<file path="src/rtl/rf_operand_stage_pkg.sv">
// Shared types and default sizes for the register-file operand stage.
// The FSM walks one instruction at a time through read, issue, result wait and write-back.
package rf_operand_stage_pkg;

    localparam int DEF_DW   = 16;
    localparam int DEF_NREG = 8;
    localparam int DEF_AW   = 3;

    typedef enum logic [2:0] {
        IDLE     = 3'd0,
        READ     = 3'd1,
        ISSUE    = 3'd2,
        WAIT_RES = 3'd3,
        WRITE    = 3'd4
    } state_t;

endpackage

</file>
<file path="src/rtl/dec_onehot.sv">
// Address to one-hot decoder with an enable.
// When the enable is low the whole output vector is zero.
module dec_onehot #(
    parameter int AW   = 3,
    parameter int NREG = 8
) (
    input  logic [AW-1:0]   addr,
    input  logic            en,
    output logic [NREG-1:0] onehot
);

    always_comb begin
        onehot = '0;
        if (en) begin
            onehot[addr] = 1'b1;
        end
    end

endmodule

</file>
<file path="src/rtl/rf_operand_stage.sv">
// Sequences one instruction through the register file: read both operands, hand them to the ALU,
// and optionally write the ALU result back through the per-register load enables.
module rf_operand_stage
    import rf_operand_stage_pkg::*;
#(
    parameter int DW   = DEF_DW,
    parameter int NREG = DEF_NREG,
    parameter int AW   = DEF_AW
) (
    input  logic            clk,
    input  logic            reset,
    input  logic            req_valid,
    output logic            req_ready,
    input  logic [AW-1:0]   req_ra,
    input  logic [AW-1:0]   req_rb,
    input  logic [AW-1:0]   req_rw,
    input  logic            req_we,
    output logic [NREG-1:0] oeA,
    output logic [NREG-1:0] oeB,
    input  logic [DW-1:0]   DA,
    input  logic [DW-1:0]   DB,
    output logic            op_valid,
    input  logic            op_ready,
    output logic [DW-1:0]   op_a,
    output logic [DW-1:0]   op_b,
    input  logic            res_valid,
    output logic            res_ready,
    input  logic [DW-1:0]   res_data,
    output logic [NREG-1:0] ld,
    output logic [DW-1:0]   Din
);

    state_t          state;
    logic [AW-1:0]   ra_q;
    logic [AW-1:0]   rb_q;
    logic [AW-1:0]   rw_q;
    logic            we_q;
    logic            read_en;
    logic            write_en;

    // Enables come straight from the state register, so the async reset drops them without a clock edge.
    assign read_en  = (state == READ);
    assign write_en = (state == WRITE);

    dec_onehot #(.AW(AW), .NREG(NREG)) u_dec_a (
        .addr   (ra_q),
        .en     (read_en),
        .onehot (oeA)
    );

    dec_onehot #(.AW(AW), .NREG(NREG)) u_dec_b (
        .addr   (rb_q),
        .en     (read_en),
        .onehot (oeB)
    );

    dec_onehot #(.AW(AW), .NREG(NREG)) u_dec_ld (
        .addr   (rw_q),
        .en     (write_en),
        .onehot (ld)
    );

    // Handshake flags are registered alongside the state so they never follow a ready combinationally.
    always_ff @(posedge clk or negedge reset) begin
        if (!reset) begin
            state     <= IDLE;
            req_ready <= 1'b1;
            op_valid  <= 1'b0;
            res_ready <= 1'b0;
            ra_q      <= '0;
            rb_q      <= '0;
            rw_q      <= '0;
            we_q      <= 1'b0;
            op_a      <= '0;
            op_b      <= '0;
            Din       <= '0;
        end else begin
            case (state)
                IDLE: begin
                    if (req_valid) begin
                        ra_q      <= req_ra;
                        rb_q      <= req_rb;
                        rw_q      <= req_rw;
                        we_q      <= req_we;
                        req_ready <= 1'b0;
                        state     <= READ;
                    end
                end
                READ: begin
                    op_a     <= DA;
                    op_b     <= DB;
                    op_valid <= 1'b1;
                    state    <= ISSUE;
                end
                ISSUE: begin
                    if (op_ready) begin
                        op_valid <= 1'b0;
                        if (we_q) begin
                            res_ready <= 1'b1;
                            state     <= WAIT_RES;
                        end else begin
                            req_ready <= 1'b1;
                            state     <= IDLE;
                        end
                    end
                end
                WAIT_RES: begin
                    if (res_valid) begin
                        Din       <= res_data;
                        res_ready <= 1'b0;
                        state     <= WRITE;
                    end
                end
                WRITE: begin
                    req_ready <= 1'b1;
                    state     <= IDLE;
                end
                default: begin
                    req_ready <= 1'b1;
                    op_valid  <= 1'b0;
                    res_ready <= 1'b0;
                    state     <= IDLE;
                end
            endcase
        end
    end

endmodule

</file>
<file path="config.mk">
export PLATFORM = sky130hd
export DESIGN_NAME = rf_operand_stage
export DESIGN_NICKNAME = d
export VERILOG_FILES = /design/src/rtl/rf_operand_stage_pkg.sv /design/src/rtl/dec_onehot.sv /design/src/rtl/rf_operand_stage.sv
export SDC_FILE = /design/constraint.sdc
export NUM_CORES = 1
export LEC_CHECK = 0
export CAP_MARGIN = 10
export CORE_MARGIN = 4
export CORE_UTILIZATION = 40
export CTS_CLUSTER_SIZE = 25
export DETAILED_ROUTE_END_ITERATION = 10
export HOLD_SLACK_MARGIN = 0.15
export PLACE_DENSITY = 0.8
export SYNTH_ARGS = -nofsm -noshare
export SYNTH_HDL_FRONTEND = slang
export SYNTH_SLANG_ARGS = --single-unit
</file>
<file path="constraint.sdc">
create_clock -name clk -period 1.8 [get_ports clk]
set_input_delay 0.36 -clock clk [delete_from_list [all_inputs] [get_ports clk]]
set_output_delay 0.36 -clock clk [all_outputs]
set_load 0.02 [all_outputs]
</file>
# After elaboration in Yosys (flattened, before gate mapping)
# Index checks and enable logic that the tools add are counted.
# word_totals
register_bits	64
in_bits	63
output_inout_bits	75
word_cells	66
# op_classes
n_bitwise	3
n_reduce_logical	13
magnitude_cmp	6
muxes	24
eq_ne	9
# ops
op	n
$mux W8	3
$lt A3 B4 Y1 const B	3
$pmux W3 S4	1
$mux W1	10
$ne A2 B2 Y1 const B	5
$demux W1 S3	3
$ge A3 B1 Y1 const B	3
$mux W3	3
$pmux W1 S3	3
$reduce_and A4 Y1	2
$eq A3 B2 Y1 const B	2
$reduce_and A2 Y1	3
$reduce_or A3 Y1	2
$eq A3 B1 Y1 const B	1
$eq A3 B3 Y1 const B	1
$logic_and A1 B1 Y1	3
$logic_not A3 Y1	1
$not A1 Y1	3
$reduce_and A3 Y1	1
$mux W2	1
$reduce_or A2 Y1	1

# Depth between registers and ports, before layout
# depth
depth_word	5
ltp_mapped	5
depth_no_buf	3

# Modules after synthesis
# A second synthesis with hierarchy kept.
# unflattened
cells_unflattened	182
area_unflattened_um2	2819.0
# by_module_without_submodules
mod	cells_each	n_inst	area_per_inst_um2	seq_area_each_um2
rf_operand_stage	158	1	2532.4	1602.8
dec_onehot (u_dec_b ...)	8	2	95.1	0.0
dec_onehot (u_dec_a)	8	1	96.3	0.0

# Worst setup path before layout
# No wires, ideal clock.
# synth_timing
path_type	register -> output
from	register state[2]
to	output port oeA[4]
arrival_time_ns	1.650
required_ns	1.440
setup_slack_ns	-0.210
n_path_buf	2
path_stages_with_launch	6
cell_sequence	dfrtp_1 buf_6 nor2b_4 nand2b_1 clkbuf_1 nor4b_1
# synth_via
elab_chain_cells	2
# synth_lines
item	line_no	source
start: declaration	rf_operand_stage.sv:33	state_t state;
start signal: assignment	rf_operand_stage.sv:66	state <= IDLE;
start signal: assignment	rf_operand_stage.sv:86	state <= READ;
start signal: assignment	rf_operand_stage.sv:93	state <= ISSUE;
$eq A3 B1 Y1	rf_operand_stage.sv:42	assign read_en = (state == READ);
$mux W8	dec_onehot.sv:14	if (en) begin
end: declaration	rf_operand_stage.sv:18	output logic [NREG-1:0] oeA,
# No other way between the ends.

# Worst setup path after layout
# layout_timing
from	register state[1]
to	output port oeB[5]
# layout_via
elab_chain_cells	2
# layout_lines
item	line_no	source
$eq A3 B1 Y1	rf_operand_stage.sv:42	
$mux W8	dec_onehot.sv:14	
end: declaration	rf_operand_stage.sv:19	output logic [NREG-1:0] oeB,
# No other way between the ends.

==> results <==
cells by family after synthesis:
| group | after synthesis | share of synthesized area |
|---|---|---|
| and+or+nand+nor | 49 | 0.125 |
| DFF | 64 | 0.585 |
| muxes | 58 | 0.239 |
| buffers and inverters | 14 | 0.0329 |
| AOI/OAI and AO/OA | 8 | 0.0178 |
final cells by class:
type / instances / area share
Sequential cell: 64 / 0.364
Timing Repair Buffer: 147 / 0.316
Multi-Input combinational cell: 115 / 0.256
Clock buffer: 12 / 0.0329
Tap cell: 77 / 0.0218
Inverter: 6 / 0.00510
Clock inverter: 4 / 0.00454
flip-flops by register name (all words and copies together), names as in the netlist, 3 cells and up:
| signal | cells |
|---|---|
| Din | 16 |
| op_a | 16 |
| op_b | 16 |
| ra_q | 3 |
| rb_q | 3 |
| rw_q | 3 |
| state | 3 |
metal layers:
layer	global-route usage	vias to the layer above	share of wire	wire length [µm]
met4	0.0663	0	0.017	114
li1	-	989	-	-
met2	0.258	83	0.49	3230
met3	0.0650	10	0.090	584
met5	0	-	0	0
met1	0.193	1006	0.40	2600
critical path, stage by stage (launching register included):
cell and delay, ps:
dfrtp_2 450, nor3b_4 270, nand2_2 130, nor3b_2 170, buf_4 160
report_power, final:
| part | internal, mW | switching (mW) |
|---|---|---|
| clock | 0.529 | 0.504 |
| combinational | 2.14 | 1.78 |
| sequential | 2.18 | 0.554 |
| total | 4.85 | 2.84 |
stage by stage:
stage | std cells | power, mW | instance area [µm²] | utilization | setup slack [ps]
CTS | 426 | 7.72 | 4360 | 0.671 | -64.0
detailed placement | 408 | 6.62 | 4230 | 0.651 | -315
global placement | 408 | 6.53 | 4230 | 0.651 | -223
global route | 425 | 8.16 | 4410 | 0.679 | -177
floorplan | 193 | 4.85 | 2750 | - | -189
finish | 425 | 7.69 | 4410 | 0.679 | -58.0
cell usage in the layout (no fill, tap or decap), types with 2 or more instances in the layout:
| cell | count |
|---|---|
| a21oi_1 | 3 |
| a31oi_1 | 2 |
| buf_2 | 3 |
| buf_4 | 29 |
| clkbuf_1 | 2 |
| clkbuf_8 | 10 |
| clkdlybuf4s50_1 | 111 |
| clkinv_2 | 4 |
| dfrtp_1 | 60 |
| dfrtp_2 | 3 |
| inv_1 | 6 |
| mux2_2 | 58 |
| nand2_1 | 8 |
| nand2_2 | 2 |
| nand2b_1 | 2 |
| nand3_1 | 2 |
| nand3b_1 | 2 |
| nor2_1 | 8 |
| nor3_2 | 5 |
| nor3b_2 | 4 |
| nor4b_2 | 2 |
what timing repair did:
item | 4_1_cts | 5_1_grt
setup buffers | 1 | 1
hold buffers | 1 | 0
resized for setup | 130 | 15
setup endpoints to repair | 25 | 56
endpoints found under the hold margin | 63 | 0
pin swaps | 9 | 9
path summary, 6_finish.rpt:
kind / start / slack (ps) / depth (start not counted) / end
setup / recovery: state[1]$_DFFE_PN0P_ / -60 / 4 / oeB[5]
hold / removal: req_ready$_DFFE_PN1P_ / 460 / 2 / req_ready$_DFFE_PN1P_
setup reg to reg: state[1]$_DFFE_PN0P_ / 150 / 3 / op_b[5]$_DFFE_PN0P_
hold reg to reg: req_ready$_DFFE_PN1P_ / 460 / 2 / req_ready$_DFFE_PN1P_
max in group asynchronous: reset / 920 / 3 / req_ready$_DFFE_PN1P_
min in group asynchronous: reset / 570 / 3 / Din[14]$_DFFE_PN0P_
==> results.md <==
* Crit start category: register
* CP Capture Type: output pin
* CP Class: reg -> out
* Filler Cells Inserted at 507
* Slew at the pin closest to its max-slew limit at 408 ps
* Hold slack at 460 ps
* Routed len/inst at 15.4 µm
* Post-synth top area cell: dfrtp_1
* GR Util All Layers at 0.162
* Via density per instance at 4.91
* Register area at 1610 µm²
* Dominant synthesized flop cell: dfrtp_1
* Vias at 2088
* Syn nets at 256
* H-Tree Level Count at 3
* Overflow after GRT at 0
* Fin. max-slew vios at 0
* Pre-antenna DRT Iters at 4
* Peak VDD IR at 0.981 mV
* RePlAce Congestion at 0.726
* Post-synth EDFFs at 0
* TritonCTS Sinks at 64
* Rel. slew slack at 0.728
* CP Max Fanout at 5
* Pwr/cell area at 1740 nW/µm²
* Syn. warnings at 0
* Vias in the first global route at 2172
* Worst EP arrival at 1500 ps
* Synth unique cells at 28
* Multi-input logic area at 1130 µm²
* Largest net degree at the start of global routing at 65
* Maxcap violations at 0
* Share of cells above drive strength 1 at 0.385
* Synth Register Bits at 64
* LEAKAGE at 1.86 nW
* Final nets at 406
* Initial antenna violation count at 0
* Cells after Synth at 193
* Initial Util at 0.421
* First-pass GRT wire length at 10700 µm
* I/O pin count at 138
* Synth area leaders: dfrtp_1, mux2_2, nor3b_2, nor4b_1, nor2_1
* Worst-Skew Late Latency at 330 ps
* Final period utilization at 1.03
* Top-count cell post-synth: dfrtp_1
* Area grow syn2layout at 61.2%
* Worst hold path class: reg -> reg
* Root buffer cell: clkbuf_8
* Final setup fails at 15
* Die Wd at 90.7 µm
* Synth top cells by count: dfrtp_1, mux2_2, nor2_1
* Status: finished, violations left
* Seq/Total Area, Yosys at 0.585
* RSZ-0062 raised after global routing: true
* DRT antenna net count at 0
* Num CTS Buffers at 9
* Die area at 8230 µm²
* Final wirelength at 6530 µm
* Slack of the critical path at -58.0 ps
* Async SR Flop Fraction at 1.00
* Worst EP required at 1440 ps
* Clk slew on worst S/H paths at 70 ps
* Syn Std Cell Area at 2740 µm²
* Yosys top cell area share at 0.576
* Fin crit period at 1860 ps
* Post-DP HPWL at 4820 µm
* Violated checks: setup timing
* # DRC at 0
* Setup TNS at -383 ps
* Worst-case clock buffer depth at 2
* N_diodes at 0
* IO buf count at 137
* Syn Area/Cell at 14.2 µm²
* DR iter-0 viols at 67
* FP Rows at 29
* Placeable Area at 6490 µm²
* Clk_skew at 7.58 ps
* F_max at 0.538 GHz
* Die Y at 90.7 µm
* CTS tree: done
* Endpoints failing hold at 0
Power figures use the tool's default switching activity.
